### src/rtl/multicycle_control.sv
// Multi-cycle control unit for the shared-memory datapath.
// Walks each instruction through FETCH/DECODE/EXEC/MEM/WB, waits on the
// memory ready handshake, traps on illegal opcodes or memory timeouts and
// counts retired instructions. Datapath strobes are decoded from the
// registered state; the few fetch strobes that must follow mem_ready in
// the same cycle are Mealy terms.
module multicycle_control #(
  parameter int OP_WIDTH  = 2,
  parameter int CNT_WIDTH = 16,
  parameter int TIMEOUT   = 15
) (
  input  logic                 clk,
  input  logic                 reset,
  input  logic                 run,
  input  logic [OP_WIDTH-1:0]  opcode,
  input  logic                 mem_ready,
  output logic                 pc_write,
  output logic                 pc_write_cond,
  output logic                 ir_write,
  output logic                 i_or_d,
  output logic                 mem_read,
  output logic                 mem_write,
  output logic                 mem_to_reg,
  output logic                 reg_dst,
  output logic                 reg_write,
  output logic                 alu_src_a,
  output logic [1:0]           alu_src_b,
  output logic [1:0]           alu_op,
  output logic                 pc_source,
  output logic [2:0]           state,
  output logic                 trap,
  output logic [CNT_WIDTH-1:0] retired
);

  // Wait counter only ever needs to hold TIMEOUT-1; keep at least one bit
  // so the declaration stays legal when the timeout is disabled.
  localparam int WAIT_W = (TIMEOUT > 1) ? $clog2(TIMEOUT + 1) : 1;

  localparam logic [OP_WIDTH-1:0] OP_R   = OP_WIDTH'(0);
  localparam logic [OP_WIDTH-1:0] OP_LW  = OP_WIDTH'(1);
  localparam logic [OP_WIDTH-1:0] OP_SW  = OP_WIDTH'(2);
  localparam logic [OP_WIDTH-1:0] OP_BEQ = OP_WIDTH'(3);

  // Any opcode bit above the low two makes the instruction illegal.
  localparam logic [OP_WIDTH-1:0] OP_HIGH_MASK = ~OP_WIDTH'(3);

  // ALU source / operation encodings seen by the datapath.
  localparam logic [1:0] SRC_B_REG    = 2'b00;
  localparam logic [1:0] SRC_B_ONE    = 2'b01;
  localparam logic [1:0] SRC_B_IMM    = 2'b10;
  localparam logic [1:0] SRC_B_BRANCH = 2'b11;
  localparam logic [1:0] ALU_ADD      = 2'b00;
  localparam logic [1:0] ALU_SUB      = 2'b01;
  localparam logic [1:0] ALU_FUNCT    = 2'b10;

  typedef enum logic [2:0] {
    S_FETCH  = 3'd0,
    S_DECODE = 3'd1,
    S_EXEC   = 3'd2,
    S_MEM    = 3'd3,
    S_WB     = 3'd4,
    S_TRAP   = 3'd7
  } state_t;

  state_t                 state_reg;
  logic [OP_WIDTH-1:0]    op_reg;
  logic [WAIT_W-1:0]      wait_reg;
  logic [CNT_WIDTH-1:0]   retired_reg;

  logic opcode_legal;
  logic waiting;
  logic timed_out;

  // Legality is judged on the live opcode because it is sampled in DECODE.
  assign opcode_legal = ((opcode & OP_HIGH_MASK) == '0);

  // A memory request is outstanding in FETCH (when running) and in MEM.
  assign waiting = ((state_reg == S_FETCH) && run) || (state_reg == S_MEM);

  // The TIMEOUT-th consecutive cycle without mem_ready gives up; a ready on
  // that same cycle still wins because timed_out requires mem_ready=0.
  assign timed_out = (TIMEOUT > 0) && waiting && !mem_ready &&
                     (wait_reg == WAIT_W'(TIMEOUT - 1));

  // State sequencing, opcode latch, wait counter and retire counter.
  always_ff @(posedge clk) begin
    if (reset) begin
      state_reg   <= S_FETCH;
      op_reg      <= '0;
      wait_reg    <= '0;
      retired_reg <= '0;
    end else begin
      // The wait counter is cleared on every cycle that is not a stalled
      // request, so it always starts from zero on entry to FETCH or MEM.
      wait_reg <= '0;
      case (state_reg)
        S_FETCH: begin
          if (run) begin
            if (mem_ready) begin
              state_reg <= S_DECODE;
            end else if (timed_out) begin
              state_reg <= S_TRAP;
            end else if (TIMEOUT > 0) begin
              wait_reg <= wait_reg + 1'b1;
            end
          end
        end
        S_DECODE: begin
          op_reg    <= opcode;
          state_reg <= opcode_legal ? S_EXEC : S_TRAP;
        end
        S_EXEC: begin
          case (op_reg)
            OP_R:         state_reg <= S_WB;
            OP_LW, OP_SW: state_reg <= S_MEM;
            OP_BEQ: begin
              state_reg   <= S_FETCH;
              retired_reg <= retired_reg + 1'b1;
            end
            default:      state_reg <= S_TRAP;
          endcase
        end
        S_MEM: begin
          if (mem_ready) begin
            if (op_reg == OP_LW) begin
              state_reg <= S_WB;
            end else begin
              state_reg   <= S_FETCH;
              retired_reg <= retired_reg + 1'b1;
            end
          end else if (timed_out) begin
            state_reg <= S_TRAP;
          end else if (TIMEOUT > 0) begin
            wait_reg <= wait_reg + 1'b1;
          end
        end
        S_WB: begin
          state_reg   <= S_FETCH;
          retired_reg <= retired_reg + 1'b1;
        end
        S_TRAP: begin
          state_reg <= S_TRAP;
        end
        default: begin
          state_reg <= S_FETCH;
        end
      endcase
    end
  end

  // Datapath strobes decoded from the current state and latched opcode.
  always_comb begin
    pc_write      = 1'b0;
    pc_write_cond = 1'b0;
    ir_write      = 1'b0;
    i_or_d        = 1'b0;
    mem_read      = 1'b0;
    mem_write     = 1'b0;
    mem_to_reg    = 1'b0;
    reg_dst       = 1'b0;
    reg_write     = 1'b0;
    alu_src_a     = 1'b0;
    alu_src_b     = SRC_B_REG;
    alu_op        = ALU_ADD;
    pc_source     = 1'b0;
    case (state_reg)
      S_FETCH: begin
        if (run) begin
          mem_read  = 1'b1;
          i_or_d    = 1'b0;
          alu_src_a = 1'b0;
          alu_src_b = SRC_B_ONE;
          alu_op    = ALU_ADD;
          ir_write  = mem_ready;
          pc_write  = mem_ready;
        end
      end
      S_DECODE: begin
        alu_src_a = 1'b0;
        alu_src_b = SRC_B_BRANCH;
        alu_op    = ALU_ADD;
      end
      S_EXEC: begin
        case (op_reg)
          OP_R: begin
            alu_src_a = 1'b1;
            alu_src_b = SRC_B_REG;
            alu_op    = ALU_FUNCT;
          end
          OP_LW, OP_SW: begin
            alu_src_a = 1'b1;
            alu_src_b = SRC_B_IMM;
            alu_op    = ALU_ADD;
          end
          OP_BEQ: begin
            alu_src_a     = 1'b1;
            alu_src_b     = SRC_B_REG;
            alu_op        = ALU_SUB;
            pc_write_cond = 1'b1;
            pc_source     = 1'b1;
          end
          default: begin
            alu_src_a = 1'b0;
          end
        endcase
      end
      S_MEM: begin
        i_or_d    = 1'b1;
        mem_read  = (op_reg == OP_LW);
        mem_write = (op_reg == OP_SW);
      end
      S_WB: begin
        reg_write  = 1'b1;
        reg_dst    = (op_reg == OP_R);
        mem_to_reg = (op_reg == OP_LW);
      end
      default: begin
        pc_write = 1'b0;
      end
    endcase
  end

  assign state   = state_reg;
  assign trap    = (state_reg == S_TRAP);
  assign retired = retired_reg;

endmodule

### config.mk
export PLATFORM = sky130hd
export DESIGN_NAME = multicycle_control
export DESIGN_NICKNAME = d
export VERILOG_FILES = /design/src/rtl/multicycle_control.sv
export SDC_FILE = /design/constraint.sdc
export NUM_CORES = 1
export LEC_CHECK = 0
export ABC_AREA = 1
export BUFFER_PORTS_ARGS = -buffer_cell sky130_fd_sc_hd__buf_2
export CORE_ASPECT_RATIO = 1.75
export CORE_MARGIN = 1.5
export CORE_UTILIZATION = 50
export CTS_CLUSTER_DIAMETER = 200
export DETAILED_ROUTE_END_ITERATION = 6
export GPL_TIMING_DRIVEN = 0
export PLACE_DENSITY = 0.79
export SLEW_MARGIN = 25
export SYNTH_ARGS = -nofsm -noshare
export SYNTH_HDL_FRONTEND = slang
export SYNTH_SLANG_ARGS = --single-unit
### constraint.sdc
create_clock -name clk -period 1.74 [get_ports clk]
set_clock_uncertainty 0.2 [all_clocks]
set_input_delay 0.261 -clock clk [delete_from_list [all_inputs] [get_ports clk]]
set_output_delay 0.261 -clock clk [all_outputs]
set_load 0.05 [all_outputs]
Word level (Yosys, flattened, before mapping)
Index checks and enable logic that the tools add are counted.

cells by class
  muxes and demuxes = 33
  reductions and logical operators = 12
  eq/ne operators = 13
  add/sub/neg operators = 2

operators by type and width
  cell                     number
  $mux W16                 3
  $pmux W16 S3             1
  $add A16 B1 Y16 const B  1
  $mux W3                  5
  $pmux W3 S5              1
  $mux W1                  13
  $mux W4                  3
  $pmux W2 S3              2
  $pmux W3 S3              1
  $ne A2 B2 Y1 const B     4
  $pmux W4 S2              1
  $eq A3 B2 Y1 const B     2
  $eq A3 B3 Y1 const B     2
  $add A4 B1 Y4 const B    1
  $eq A2 B2 Y1 const B     2
  $eq A4 B4 Y1 const B     1
  $pmux W2 S2              1
  $reduce_and A4 Y1        1
  $reduce_or A2 Y1         2
  $reduce_or A4 Y1         1
  $eq A3 B1 Y1 const B     1
  $logic_and A1 B1 Y1      3
  $logic_not A3 Y1         1
  $reduce_bool A3 Y1       1
  6 further kinds          6

word-level totals
  logic and storage cells = 64
  bits in registers = 25
  input bits = 6

Depth between registers and ports, before layout
  word-level depth = 9
  depth in mapped cells = 8

Worst setup path after synthesis
No wires, ideal clock.

  kind = register -> output
  from = register state_reg[1], in the netlist state[1]
  to = output pc_write_cond
  required time = 1.279 ns
  data arrival time = 2.757 ns
  cell stages (with the launch flop) = 6
  slack = -1.478 ns
  buffers on the path = 1
  path through = dfxtp_1 -> inv_1 -> nor3_2 -> inv_1 -> nor2_1 -> buf_4

between the ends
  word-level cells in the longest chain between the ends = 2

ends and longest elaborated chain
  what                      line  source
  start: declaration        65    state_t state_reg;
  start signal: assignment  110   state_reg <= opcode_legal ? S_EXEC : S_TRAP;
  $eq A3 B2 Y1              -
  $mux W1                   -
  end: declaration          18    output logic pc_write_cond,

Every way passes these cells.

Final worst setup path
  from = register state_reg[1], in the netlist state[1]
  to = output pc_write_cond

between the ends
  word-level cells in the longest chain between the ends = 2

ends and longest elaborated chain
  what          line  source
  $eq A3 B2 Y1  166   case (state_reg)
  $mux W1       166

Every way passes these cells.

==> flow_metrics.env <==
export IMPL_cp_max_fo=5
export IMPL_clkLatencyLatePin_ns=0.27
export IMPL_utilization_pct=72.8
export IMPL_placed_cell_area_mm2=0.00194
export IMPL_syn_area_per_cell_um2=6.88
export IMPL_die_height_um=77.7
export IMPL_stdcell_count=329
export IMPL_cp_slowest_cell="dfxtp_4"
export IMPL_fin_crit_sh_pct=104
export IMPL_syn_inst=232
export IMPL_fill_cells=252
export IMPL_antenna_found_initial=0
export IMPL_hold_viol=0
export IMPL_whs_path_depth=4
export IMPL_critPathKind="register to output pin"
export IMPL_cts_htree_levels=1
export IMPL_final_area_mm2=0.00226
export IMPL_cts_buffers=3
export IMPL_synth_common_cells="nand2_1, nor2_1, inv_1, dfxtp_1, nand3_1"
export IMPL_slew_headroom_pct=54.4
export IMPL_drive_gt1_share_pct=42.3
export IMPL_vdd_drop_max_mv=0.503
export IMPL_setup_ws_ns=-0.0748
export IMPL_p_leak_uw=0.000943
export IMPL_vias_per_cell=5.08
export IMPL_routed_wl_mm=4.43
export IMPL_antennaDiodeCount=0
export IMPL_end_kind="output pin"
export IMPL_synth_edf_count=0
export IMPL_largest_reg_flops=16
export IMPL_area_delta_synth_final_pct=41.9
export IMPL_maxCapViolCount=0
export IMPL_finalNetCount=302
export IMPL_synth_area_mm2=0.00160
export IMPL_initial_utilization_pct=51.3
export IMPL_gp_congestion=0.838
export IMPL_crit_cells=6
export IMPL_slew_violations=0
export IMPL_dp_hpwl_mm=2.83
export IMPL_synth_fp_nets=247
export IMPL_final_min_clock_period_ns=1.81
export IMPL_yosysTopAreaCell="dfxtp_1"
export IMPL_cts_tree="done"
export IMPL_grt_ovfl_total=0
export IMPL_arrival_ns=1.35
export IMPL_fin_total_pwr_uw=1330
export IMPL_rsz0062_at_grt="yes"
export IMPL_rr_worst_depth=9
export IMPL_first_global_vias=1554
export IMPL_dp_cells=315
export IMPL_drcViolationCount=0
export IMPL_cpLargestDelayFamily="buffers and inverters"
export IMPL_dr_pass1_iters=4
export IMPL_io_buffers=40
export IMPL_slowest_delay_ns=0.40
export IMPL_core_mm2=0.00311
export IMPL_cts_sinks=25
export IMPL_crit_required_ns=1.28
export IMPL_p_per_area_mw_per_mm2=587
export IMPL_ios=41
export IMPL_rows=27
export IMPL_max_freq_mhz=551
export IMPL_grt_pass1_wl_mm=6.61
export IMPL_netlist_area_leader_share_pct=31.4
export IMPL_wire_per_inst_um=13.5
export IMPL_ant_nets=0
export IMPL_grtUsageTotal_pct=24.5
export IMPL_drt_first_iter_violations=52
export IMPL_crit_buf_inv=4
export IMPL_grt_start_max_net_pins=14
export IMPL_synth_top_flop_cell="dfxtp_1"
export IMPL_ys_types=31
export IMPL_yosysMostFrequentCell="nand2_1"
export IMPL_worst_pin_slew_ns=0.684
export IMPL_die_area_mm2=0.00355
export IMPL_ys_seq_area_share_pct=31.4
export IMPL_setup_viol=9
export IMPL_cts_root_buf="clkbuf_8"
export IMPL_violations="setup timing"
export IMPL_yosys_top_cells_area="dfxtp_1, nand2_1, nor2_1"
export IMPL_yosys_register_bits=25
export IMPL_status="finished with violations"
export IMPL_async_flop_share_pct=0
export IMPL_crit_chain="inv_4 -> nor3_4 -> inv_2 -> nor2_4 -> buf_6 -> buf_8"
export IMPL_yosysWarnings=0
export IMPL_clockBufferDepth=2
export IMPL_path_clk_slew_ns=0.08
export IMPL_die_w_um=45.7
export IMPL_hp_class="primary input to register"
export IMPL_start_kind="register"
export IMPL_dr_total_vias=1670
-- layout by cell type (no fill, tap or decap), drive strengths merged, types with 2 or more instances in the layout --
cell and n:
nor3b 2, nand2 65, dfxtp 25, ha 9, clkbuf 6, o21ai 11
buf 52, inv 30, nand4 3, nor3 6, nor2 34, xnor2 4
a21oi 20, nand3 13
-- where the power goes --
part           internal (µW)  switching, µW  total [µW]
combinational            132            246         379
clock                    164            176         340
sequential               584           26.0         610
-- layout make-up --
class                      instances  area [µm²]  share of cell area [%]
sequential                        25         527                    23.3
clock buffer                       4        45.0                    1.99
timing repair buffer              50         377                    16.6
multi-input combinational        171        1080                    47.7
inverter                          31         129                    5.69
tap                               43        53.8                    2.38
buffer                             5        52.6                    2.32
-- worst reg2reg max path, stage by stage (launching register included) --
cell     delay [ns]
dfxtp_4        0.40
buf_6          0.12
ha_4           0.15
nor2_2         0.04
o21ai_2        0.17
nand2_4        0.13
inv_4          0.10
buf_8          0.13
nand2_1        0.07
a21oi_2        0.12
-- through the flow --
step | setup TNS [ns] | setup slack [ns] | hold WS (ns)
5_1_grt | -0.826 | -0.139 | 0.0874
3_3_place_gp | 0 | 0.0634 | 0.253
4_1_cts | -0.132 | -0.0526 | 0.0759
3_5_place_dp | 0 | 0.0236 | 0.263
2_1_floorplan | -3.90 | -0.430 | 0.120
6_report | -0.317 | -0.0748 | 0.0792
-- logic make-up (layout without fill, tap and decap cells) --
family / Yosys count / in the layout / synth area share [%]
XOR/XNOR: 5 / 5 / 2.74
flip-flops: 25 / 25 / 31.4
AND/OR/NAND/NOR: 124 / 124 / 35.2
adder cells (fa/ha/maj): 9 / 9 / 7.06
AO/OA/AOI/OAI: 33 / 33 / 13.6
buffers and inverters: 36 / 90 / 10.0
-- repair_timing --
item | in CTS | in global routing
setup endpoints to repair | 13 | 28
hold buffers | 1 | 0
resized for setup | 30 | 34
pin swaps | 5 | 8
hold endpoints to repair | 1 | 0
setup buffers | 4 | 5
-- worst paths after layout --
| check | slack, ns | endpoint | startpoint |
|---|---|---|---|
| worst max-delay path | -0.07 | pc_write_cond | state[1]$_SDFFE_PP0P_ |
| worst min-delay path | 0.08 | state[1]$_SDFFE_PP0P_ | mem_ready |
| worst max register to register | 0.06 | retired[5]$_SDFFE_PP0P_ | op_reg[0]$_SDFFE_PP0P_ |
| worst min register to register | 0.28 | retired[2]$_SDFFE_PP0P_ | retired[2]$_SDFFE_PP0P_ |
-- routing by layer --
layer  vias up  wire (µm)  track usage, %
met5         -          0               0
met3        12        125            3.02
li1        840          -               -
met1       772       1650            24.9
met2        46       2560            46.8
met4         0        100            8.86
(Power assumes the default switching activity.)
